<file path="config.mk">
export PLATFORM = sky130hd
export DESIGN_NAME = fetch_pc_unit
export DESIGN_NICKNAME = d
export VERILOG_FILES = /design/src/rtl/fetch_pc_unit.sv
export SDC_FILE = /design/constraint.sdc
export NUM_CORES = 1
export LEC_CHECK = 0
export ABC_CLOCK_PERIOD_IN_PS = 3550
export BUFFER_PORTS_ARGS = -buffer_cell sky130_fd_sc_hd__buf_2
export CORE_ASPECT_RATIO = 0.75
export CORE_MARGIN = 1.5
export CORE_UTILIZATION = 49
export DETAILED_ROUTE_END_ITERATION = 8
export PLACE_DENSITY_LB_ADDON = 0.25
export SLEW_MARGIN = 20
export SYNTH_ARGS = -nofsm -noshare
export SYNTH_HDL_FRONTEND = slang
export SYNTH_SLANG_ARGS = --single-unit
</file>
<file path="constraint.sdc">
create_clock -name clock -period 3.55 [get_ports clock]
set_input_delay 1.065 -clock clock [delete_from_list [all_inputs] [get_ports clock]]
set_output_delay 1.065 -clock clock [all_outputs]
set_load 0.05 [all_outputs]
</file>
<file path="src/rtl/fetch_pc_unit.sv">
// fetch_pc_unit: PC register and fetch sequencing (IDLE/RUN/HALT) feeding a word-indexed instruction memory.
// Optional bounds check enabled by defining FETCH_PC_BOUNDS_CHECK_EN.
module fetch_pc_unit #(
    parameter logic [31:0] RESET_PC      = 32'd0,
    parameter logic [31:0] MEM_LAST_WORD = 32'd100
) (
    input  logic        clock,
    input  logic        reset,
    input  logic        stall,
    input  logic        branch_taken,
    input  logic [15:0] branch_offset,
    input  logic        jump,
    input  logic [25:0] jump_target,
    output logic [31:0] read_address,
    output logic [31:0] pc_plus1,
    output logic        fetch_valid,
    output logic        halted,
    output logic [31:0] instr_count
);
    typedef enum logic [1:0] {IDLE, RUN, HALT} state_t;
`ifdef FETCH_PC_BOUNDS_CHECK_EN
    localparam logic BOUNDS = 1'b1;
`else
    localparam logic BOUNDS = 1'b0;
`endif
    state_t state;
    logic [31:0] pc, count, next_pc;
    logic out_of_range;
    assign read_address = pc;
    assign instr_count  = count;
    assign pc_plus1     = pc + 32'd1;
    assign fetch_valid  = state == RUN;
    assign halted       = BOUNDS && state == HALT;
    // next PC by priority jump > branch > sequential; out_of_range only matters when bounds checking is built in
    always_comb begin
        next_pc      = jump ? {pc_plus1[31:26], jump_target}
                     : branch_taken ? pc_plus1 + {{16{branch_offset[15]}}, branch_offset}
                     : pc_plus1;
        out_of_range = BOUNDS && next_pc > MEM_LAST_WORD;
    end
    // state, PC and retired-fetch counter update
    always_ff @(posedge clock) begin
        if (reset) begin
            state <= IDLE;
            pc    <= RESET_PC;
            count <= 32'd0;
        end else begin
            case (state)
                IDLE: state <= RUN;
                RUN: if (!stall) begin
                    if (out_of_range) begin
                        state <= HALT;
                    end else begin
                        pc    <= next_pc;
                        count <= count + 32'd1;
                    end
                end
                HALT: state <= HALT;
                default: state <= IDLE;
            endcase
        end
    end
endmodule

</file>
==> run metrics, run 1 <==
status=complete, no violations; CTS sink cnt=66; DR pass1 iterations=5; post-detailed-route count of antenna-violating nets=0; dpl cells=~1.0k; hold slack=0.450 ns; Max clock buf depth=2; worst r2r src=read_address[1]; crit-path cells=ha_4, and4_4, nand4_1, buf_4, nor2_1, buf_4, xor2_4, ha_4, and4_4, and2b_1, o41ai_4, or3_4, nand3_4, o21a_1, a211oi_2, xnor2_1, o21a_1; Synth-to-Final Area Change=48.1%; DRT iter0 DRCs=between 400 and 500; Yosys top cell area share=between 20 and 25%; Seq/Total Area, Yosys=24.4%; Distinct cells, synth=79; Layout Cells excl Fill=1060; PnR worst setup slack=0.0197 ns; top post-synthesis cells by area=dfxtp_1, ha_1, xor2_1, xnor2_1, nor2_1; Root Buffer=clkbuf_16; clock slew at reported path FFs=0.06 ns; Static Leak=about 3.8 nW; cts bufs inserted=9; DIE WIDTH=124 um; Slew @ Worst Pin=1.09 ns; Synth warnings=0; GPL Wtd Cong=0.923; initial core utilization=49.9%; final critical-path share of the clock period=99.4%; CP required=about 3.8 ns; CORE AREA=about 11000 um^2; dpl ws=-0.127 ns; pwr dens=335 nW/um^2; first-pass GRT wire length=29400 um; Final Util=between 70% and 80%; commonest cells in the netlist=nor2_1, nand2_1, dfxtp_1; H-tree level count=3; Post-synth top flop=dfxtp_1; Via density=roughly 5.8; Crit path largest cell delay=about 0.36 ns; total grt overflow=0; Worst setup EP type=flop; Critical R2R Capture=read_address[31]; Total GRT Usage=a little under a third; worst hold path class=flop to flop; final slew viol count=0; HPWL after DPL=14100 um; Peak Freq=about 280 MHz; initial antenna violation count=0; Die Y=around 94 um; hold path depth=1; Post-Synthesis Cells=approximately 700; total power=2.69 mW; hold path startpoint=state[0]; Cell Area, Synth=around 5400 um^2; top-count cell post-synth=nor2_1; vias in the first global route=5760; share of layout cells above drive strength 1=39.8%; Bufs and invs on worst path=2; drt total wl=18900 um; vias=6167; Site Rows=33; hold endpoint=state[1]; syn nets=785; Post-synth EDFFs=0; Ports=about 150; FFs w/ async S/R, synth=0%; final setup fails=0; flops & latches, synth=66; Die Area=11700 um^2; nature of the critical path startpoint=flop; CTS tree=built; peak supply drop=0.250 mV; # hold bufs at CTS=0; largest net degree at the start of global routing=49; CP Max Fanout=4; Worst Path Arrival=3.75 ns; Crit Path Category=flop to flop; clk_lat worst skew=0.33 ns; r2r setup slk=0.02 ns; Port Buffers=143; # diodes=0; largest area contributor in the netlist=dfxtp_1; net count reported at finish=1003; # Max-Cap Violations=0; Avg Inst Size Synth=7.78 um^2; Final Hold Vio Count=0; Reg2Reg Depth=17; post-layout min period=3.53 ns; Slowest cell on crit path=dfxtp_4; CP delay by family, top=simple AND/OR/NAND/NOR gates; Routed WL per cell=17.8 um; RSZ-0062 raised after global routing=yes; Worst Clk Skew=roughly 0.0060 ns; headroom to the max-slew limit=27.2%; drc violations=0
## cells by family after synthesis
group	after synthesis	synth area share (%)
simple gates	271	24.8
xor+xnor	87	14.2
other cells	1	0.0692
flops	66	24.4
fa+ha+maj	41	9.60
compound gates	185	23.0
buf+inv	42	3.21
mux	4	0.739
## where the power goes
group | switching [mW] | total, mW | internal [mW]
logic | 0.544 | 0.881 | 0.337
registers | 0.0300 | 0.792 | 0.762
clock network | 0.359 | 1.02 | 0.662
total | 0.933 | 2.69 | 1.76
## worst max-delay path by stage
stage                     startpoint          endpoint  slack [ns]  depth (start not counted)
floorplan            read_address[5]  read_address[30]       -0.19                         12
global placement    branch_offset[0]  read_address[30]       -0.06                         12
detailed placement  branch_offset[0]  read_address[30]       -0.13                         12
CTS                  read_address[0]  read_address[31]       0.004                         17
global route         read_address[1]  read_address[27]       -0.11                         16
finish               read_address[1]  read_address[31]        0.02                         17
## metrics by stage
step / instance area [um^2] / setup TNS (ns)
after floorplan: 5960 / -0.937
after global placement: 7300 / -0.0714
after detailed placement: 7300 / -0.353
after CTS: 7680 / 0
after global routing: 8030 / -0.677
final: 8030 / 0
## area by class of cell
class / count / area (um^2)
Tap cell: 140 / 175
Multi-Input combinational cell: 589 / 4650
Sequential cell: 66 / 1380
Timing Repair Buffer: 232 / 1420
Fill cell: 816 / 2830
Inverter: 17 / 63.8
Clock buffer: 11 / 254
Clock inverter: 5 / 81.3
## cell usage in the layout (no fill, tap or decap), drive strengths merged, types with 7 or more instances in the layout
cell / netlist / final
ha: 40 / 40
o21bai: 7 / 7
xor2: 44 / 44
a211oi: 13 / 13
inv: 16 / 19
clkbuf: 17 / 12
buf: 8 / 231
a21o: 21 / 21
o211ai: 9 / 9
xnor2: 43 / 43
a21oi: 57 / 57
o21ai: 41 / 41
and4: 7 / 7
nand2: 77 / 77
dfxtp: 66 / 66
and3: 14 / 14
nor3: 13 / 13
nand3: 38 / 38
nand4: 13 / 13
nor2: 82 / 82
## flip-flops by register name, indices dropped and copies added (netlist names)
signal	count
instr_count	32
read_address	32
state	2
## metal layers
| layer | up-vias | part of all wire [%] | global-route usage [%] |
|---|---|---|---|
| met5 | - | 0 | 0 |
| met4 | 0 | 1.2 | 8.14 |
| met3 | 21 | 8.6 | 7.06 |
| met2 | 286 | 45 | 47.8 |
| met1 | 2920 | 45 | 44.8 |
| li1 | 2940 | - | - |
## repair_timing
action / CTS / global route
endpoints found under the setup margin: 5 / 18
buffers inserted: 3 / 12
gates resized for setup: 4 / 54
pin swaps: 4 / 31
Power figures use the tool's default switching activity.
==> run 2, diff against run 1 <==
Settings changed: ABC_CLOCK_PERIOD_IN_PS 3550 to unset, REMOVE_ABC_BUFFERS set to 1.
==> run 2 against run 1 <==
Against the previous run: combinational power is 3.3% higher; flip-flop and latch count stayed put; clock skew is 0.0032 ns higher; die area stayed put; clock power hardly changed; largest power group unchanged; the flow now finishes with violations (negative setup slack); register-to-register slack worse by 0.11 ns; count of clock-buffer cells in the layout is 1 lower; sequential power hardly changed; maximum frequency is 3.0% lower; non-clock buffer count is 28 higher; via count is 4.7% higher.
==> run metrics, run 2 (synthesis results as in run 1) <==
H-tree level count=3; Max clock buf depth=2; CORE AREA=10900 um^2; Worst setup EP type=flop; DR pass1 iterations=6; # diodes=0; peak supply drop=around 0.2 mV; DP Area=~7000 um^2; final setup fails=3; Crit Path Category=flop to flop; hold path depth=1; nature of the critical path startpoint=flop; worst hold path class=flop to flop; CP Max Fanout=4; drt total wl=19800 um; Die Area=11700 um^2; fin area=roughly 7900 um^2; share of layout cells above drive strength 1=38.8%; Port Buffers=143; initial antenna violation count=0; hold path startpoint=state[0]; pwr dens=347 nW/um^2; PnR worst setup slack=-0.0887 ns; Via density=about 5.9; Die Y=94.1 um; headroom to the max-slew limit=50.3%; worst r2r src=read_address[1]; drc violations=0; final critical-path share of the clock period=102%; Static Leak=about 3.9 nW; Final Util=73.2%; DRT iter0 DRCs=536; initial core utilization=49.9%; CTS sink cnt=66; HPWL after DPL=about 14000 um; most frequent cells in the layout=buf_2, buf_4, nor2_1; status=finished with violations; CP required=about 3.8 ns; RSZ-0062 raised after global routing=yes; Ports=~150; post-layout min period=3.64 ns; CTS tree=built; final slew viol count=0; post-detailed-route count of antenna-violating nets=0; clk_lat worst skew=0.34 ns; dpl ws=-0.212 ns; Total GRT Usage=30.7%; Synth-to-Final Area Change=46.5%; most common cell after layout, fill and taps aside=buf_2; Site Rows=33; Slew @ Worst Pin=0.743 ns; Reg2Reg Depth=17; total grt overflow=0; Routed WL per cell=18.2 um; Root Buffer=clkbuf_16; Peak Freq=275 MHz; Final Hold Vio Count=0; clock slew at reported path FFs=0.06 ns; failing checks=negative setup slack; vias in the first global route=5790; vias=between 6k and 7k; cts bufs inserted=9; CP Launch Point=read_address[1]; GPL Wtd Cong=1.01; Worst Clk Skew=0.00920 ns; # hold bufs at CTS=0; net count reported at finish=1031; DIE WIDTH=about 120 um; # Max-Cap Violations=0; largest net degree at the start of global routing=35; first-pass GRT wire length=29100 um; Worst Path Arrival=approximately 3.9 ns
[run 2: path summary, 6_finish.rpt]
kind | to | slack [ns]
max | read_address[31] | -0.09
min | state[1] | 0.46
max reg2reg | read_address[31] | -0.09
min reg2reg | state[1] | 0.46
[run 2: layer usage]
layer	track usage (%)	routed length, um
met5	0	0
met4	11.3	510
met3	5.24	1720
met2	48.7	8870
met1	42.1	8670
[run 2: repair_timing]
action,in CTS,in global routing
buffers inserted,2,12
resized for setup,22,72
pin swaps,12,45
setup endpoints to repair,10,20
[run 2: through the flow]
stage	instances	power [mW]	hold WS [ns]	setup TNS, ns
final	1088	2.76	0.456	-0.152
after global routing	1088	2.85	0.487	-1.41
after CTS	1077	2.68	0.443	-0.0746
after detailed placement	1059	1.62	0.441	-0.973
after global placement	1059	1.60	0.422	-0.473
after floorplan	672	1.31	0.410	-19.89
[run 2: layout make-up]
type,count,area (um^2)
repair buffers,260,1610
clock buffers,10,239
flip-flops and latches,66,1340
fillers,815,2920
well taps,140,175
multi-input cells,589,4400
inverters,17,63.8
clock inverters,6,113
[run 2: critical path, cell delays in order (launching register included)]
cell      delay, ns
dfxtp_4        0.36
ha_4           0.13
and4_4         0.21
nand4_1        0.17
nor2_2         0.21
buf_6          0.14
nand2_4        0.06
xnor2_4        0.24
ha_4           0.25
and4_4         0.19
and2b_2        0.21
o41ai_4        0.32
or3_4          0.21
nand3_4        0.08
o21a_1         0.22
a211oi_2       0.22
xnor2_1        0.12
o21a_1         0.19
[run 2: power breakdown]
group	internal (mW)	switching, mW
clock network	0.707	0.345
registers	0.766	0.0287
logic	0.349	0.562
==> run 3, diff against run 2 <==
Settings changed: BUFFER_PORTS_ARGS -buffer_cell sky130_fd_sc_hd__buf_2 to -buffer_cell sky130_fd_sc_hd__buf_4.
==> run 3 against run 2 <==
Against the previous run: the run still ends with negative setup slack left; clock power shrank 6%; worst hold slack worse by 0.0020 ns; sequential power barely moved; combinational power increased by 7.4%; total power decreased by 0.17%; critical endpoint unchanged; die area is the same.
==> run metrics, run 3 (synthesis results as in run 1) <==
combinational power share=between 30% and 40%; initial antenna violation count=0; vias in the first global route=between 6k and 7k; DR pass1 iterations=9; largest net degree at the start of global routing=60; drc violations=0; Routed WL per cell=18.9 um; Seq pwr share=28.8%; peak supply drop=0.290 mV; share of layout cells above drive strength 1=39.9%; first-pass GRT wire length=30500 um; most frequent cells in the layout=buf_4, nor2_1, nand2_1; Total GRT Usage=32.6%; Die Area=11700 um^2; cts bufs inserted=9; cell-internal power=1.78 mW; HPWL after DPL=~15000 um; CP Max Fanout=4; post-layout min period=3.68 ns; drt total wl=20800 um; fillers=774; RSZ-0062 raised after global routing=yes; final critical-path share of the clock period=104%; Worst setup EP type=flop; initial core utilization=approximately half; Max clock buf depth=2; Static Leak=3.95 nW; total grt overflow=0; Final Util=76.6%; pwr dens=331 nW/um^2; worst hold path class=flop to flop; PnR worst setup slack=-0.129 ns; Root Buffer=clkbuf_16; Die Y=between 90 and 100 um; total power=2.75 mW; Ports=145; status=finished with violations; Site Rows=33; Worst Clk Skew=0.0116 ns; Final Hold Vio Count=0; setup TNS=-0.412 ns; Sw Ratio=35.2%; headroom to the max-slew limit=36.5%; Slew @ Worst Pin=0.949 ns; CORE AREA=10900 um^2; H-tree level count=3; # Max-Cap Violations=0; nature of the critical path startpoint=flop; dpl ws=-0.188 ns; NetSw=between 0.9 and 1 mW; DIE WIDTH=124 um; clock slew at reported path FFs=0.07 ns; Port Buffers=approximately 140; Peak Freq=272 MHz; most common cell after layout, fill and taps aside=buf_4; post-detailed-route count of antenna-violating nets=0; final setup fails=6; failing checks=negative setup slack; Synth-to-Final Area Change=53.5%; Worst Path Arrival=3.91 ns; clk_lat worst skew=roughly 0.34 ns; vias=~6.5k; # diodes=0; hold slack=0.454 ns; CTS tree=built; final slew viol count=0; CTS sink cnt=between 60 and 70; Crit Path Category=flop to flop; Via density=5.90; net count reported at finish=about 1.0k; CP required=3.78 ns; DRT iter0 DRCs=620; Clk pwr share=35.7%; GPL Wtd Cong=0.969
==> run 3: repair_timing <==
| item | in CTS | in global routing |
|---|---|---|
| setup endpoints to repair | 8 | 17 |
| resized for setup | 36 | 54 |
| buffers inserted | 9 | 6 |
| hold buffers | 0 | 0 |
| pin swaps | 22 | 38 |
==> run 3: final timing paths <==
kind	slack (ns)	cells after the start	endpoint	start
setup / recovery	-0.13	18	read_address[31]	read_address[5]
hold / removal	0.45	1	state[1]	state[0]
hold reg to reg	0.45	1	state[1]	state[0]
setup reg to reg	-0.13	18	read_address[31]	read_address[5]
==> run 3: final cells by class <==
| cell class | instances | area, um^2 | share of cell area [%] |
|---|---|---|---|
| repair buffers | 271 | 2040 | 24.5 |
| inverters | 17 | 63.8 | 0.767 |
| well taps | 140 | 175 | 2.11 |
| clock buffers | 9 | 225 | 2.71 |
| multi-input cells | 589 | 4380 | 52.7 |
| clock inverters | 7 | 100 | 1.20 |
| flip-flops and latches | 66 | 1330 | 16.0 |
==> run 3: per-stage QoR <==
stage | instances | cell area [um^2]
after floorplan | 672 | 5310
after global placement | 1071 | 7430
after detailed placement | 1071 | 7430
after CTS | 1096 | 8020
after global routing | 1099 | 8320
final | 1099 | 8320
==> run 3: worst max-delay path, stage by stage (launching register included) <==
cell and delay (ns):
dfxtp_2 0.34, and4_4 0.26, buf_4 0.13, nand4_1 0.21, nor2_4 0.19, buf_4 0.15
nand2_1 0.09, xnor2_2 0.18, ha_1 0.38, buf_4 0.17, o21ai_0 0.11, nand2b_1 0.13
o41ai_2 0.09, or3_4 0.36, nand3_4 0.11, o21ai_2 0.09, a211oi_4 0.32, xnor2_1 0.10
o21a_1 0.17
==> run 3: routing by layer <==
| layer | global-route usage [%] | vias to the layer above | part of all wire [%] |
|---|---|---|---|
| li1 | - | 3013 | - |
| met1 | 42.1 | 3051 | 42 |
| met2 | 52.1 | 361 | 45 |
| met3 | 10.0 | 58 | 9.9 |
| met4 | 10.5 | 0 | 2.6 |
| met5 | 0 | - | 0 |
==> run 3: power groups by stage <==
stage | Combinational, mW | Clock (mW) | Sequential [mW]
floorplan | 0.427 | 0 | 0.886
global placement | 0.863 | 0 | 0.801
detailed placement | 0.875 | 0 | 0.801
CTS | 0.905 | 0.981 | 0.788
global route | 1.03 | 1.02 | 0.793
finish | 0.977 | 0.983 | 0.792
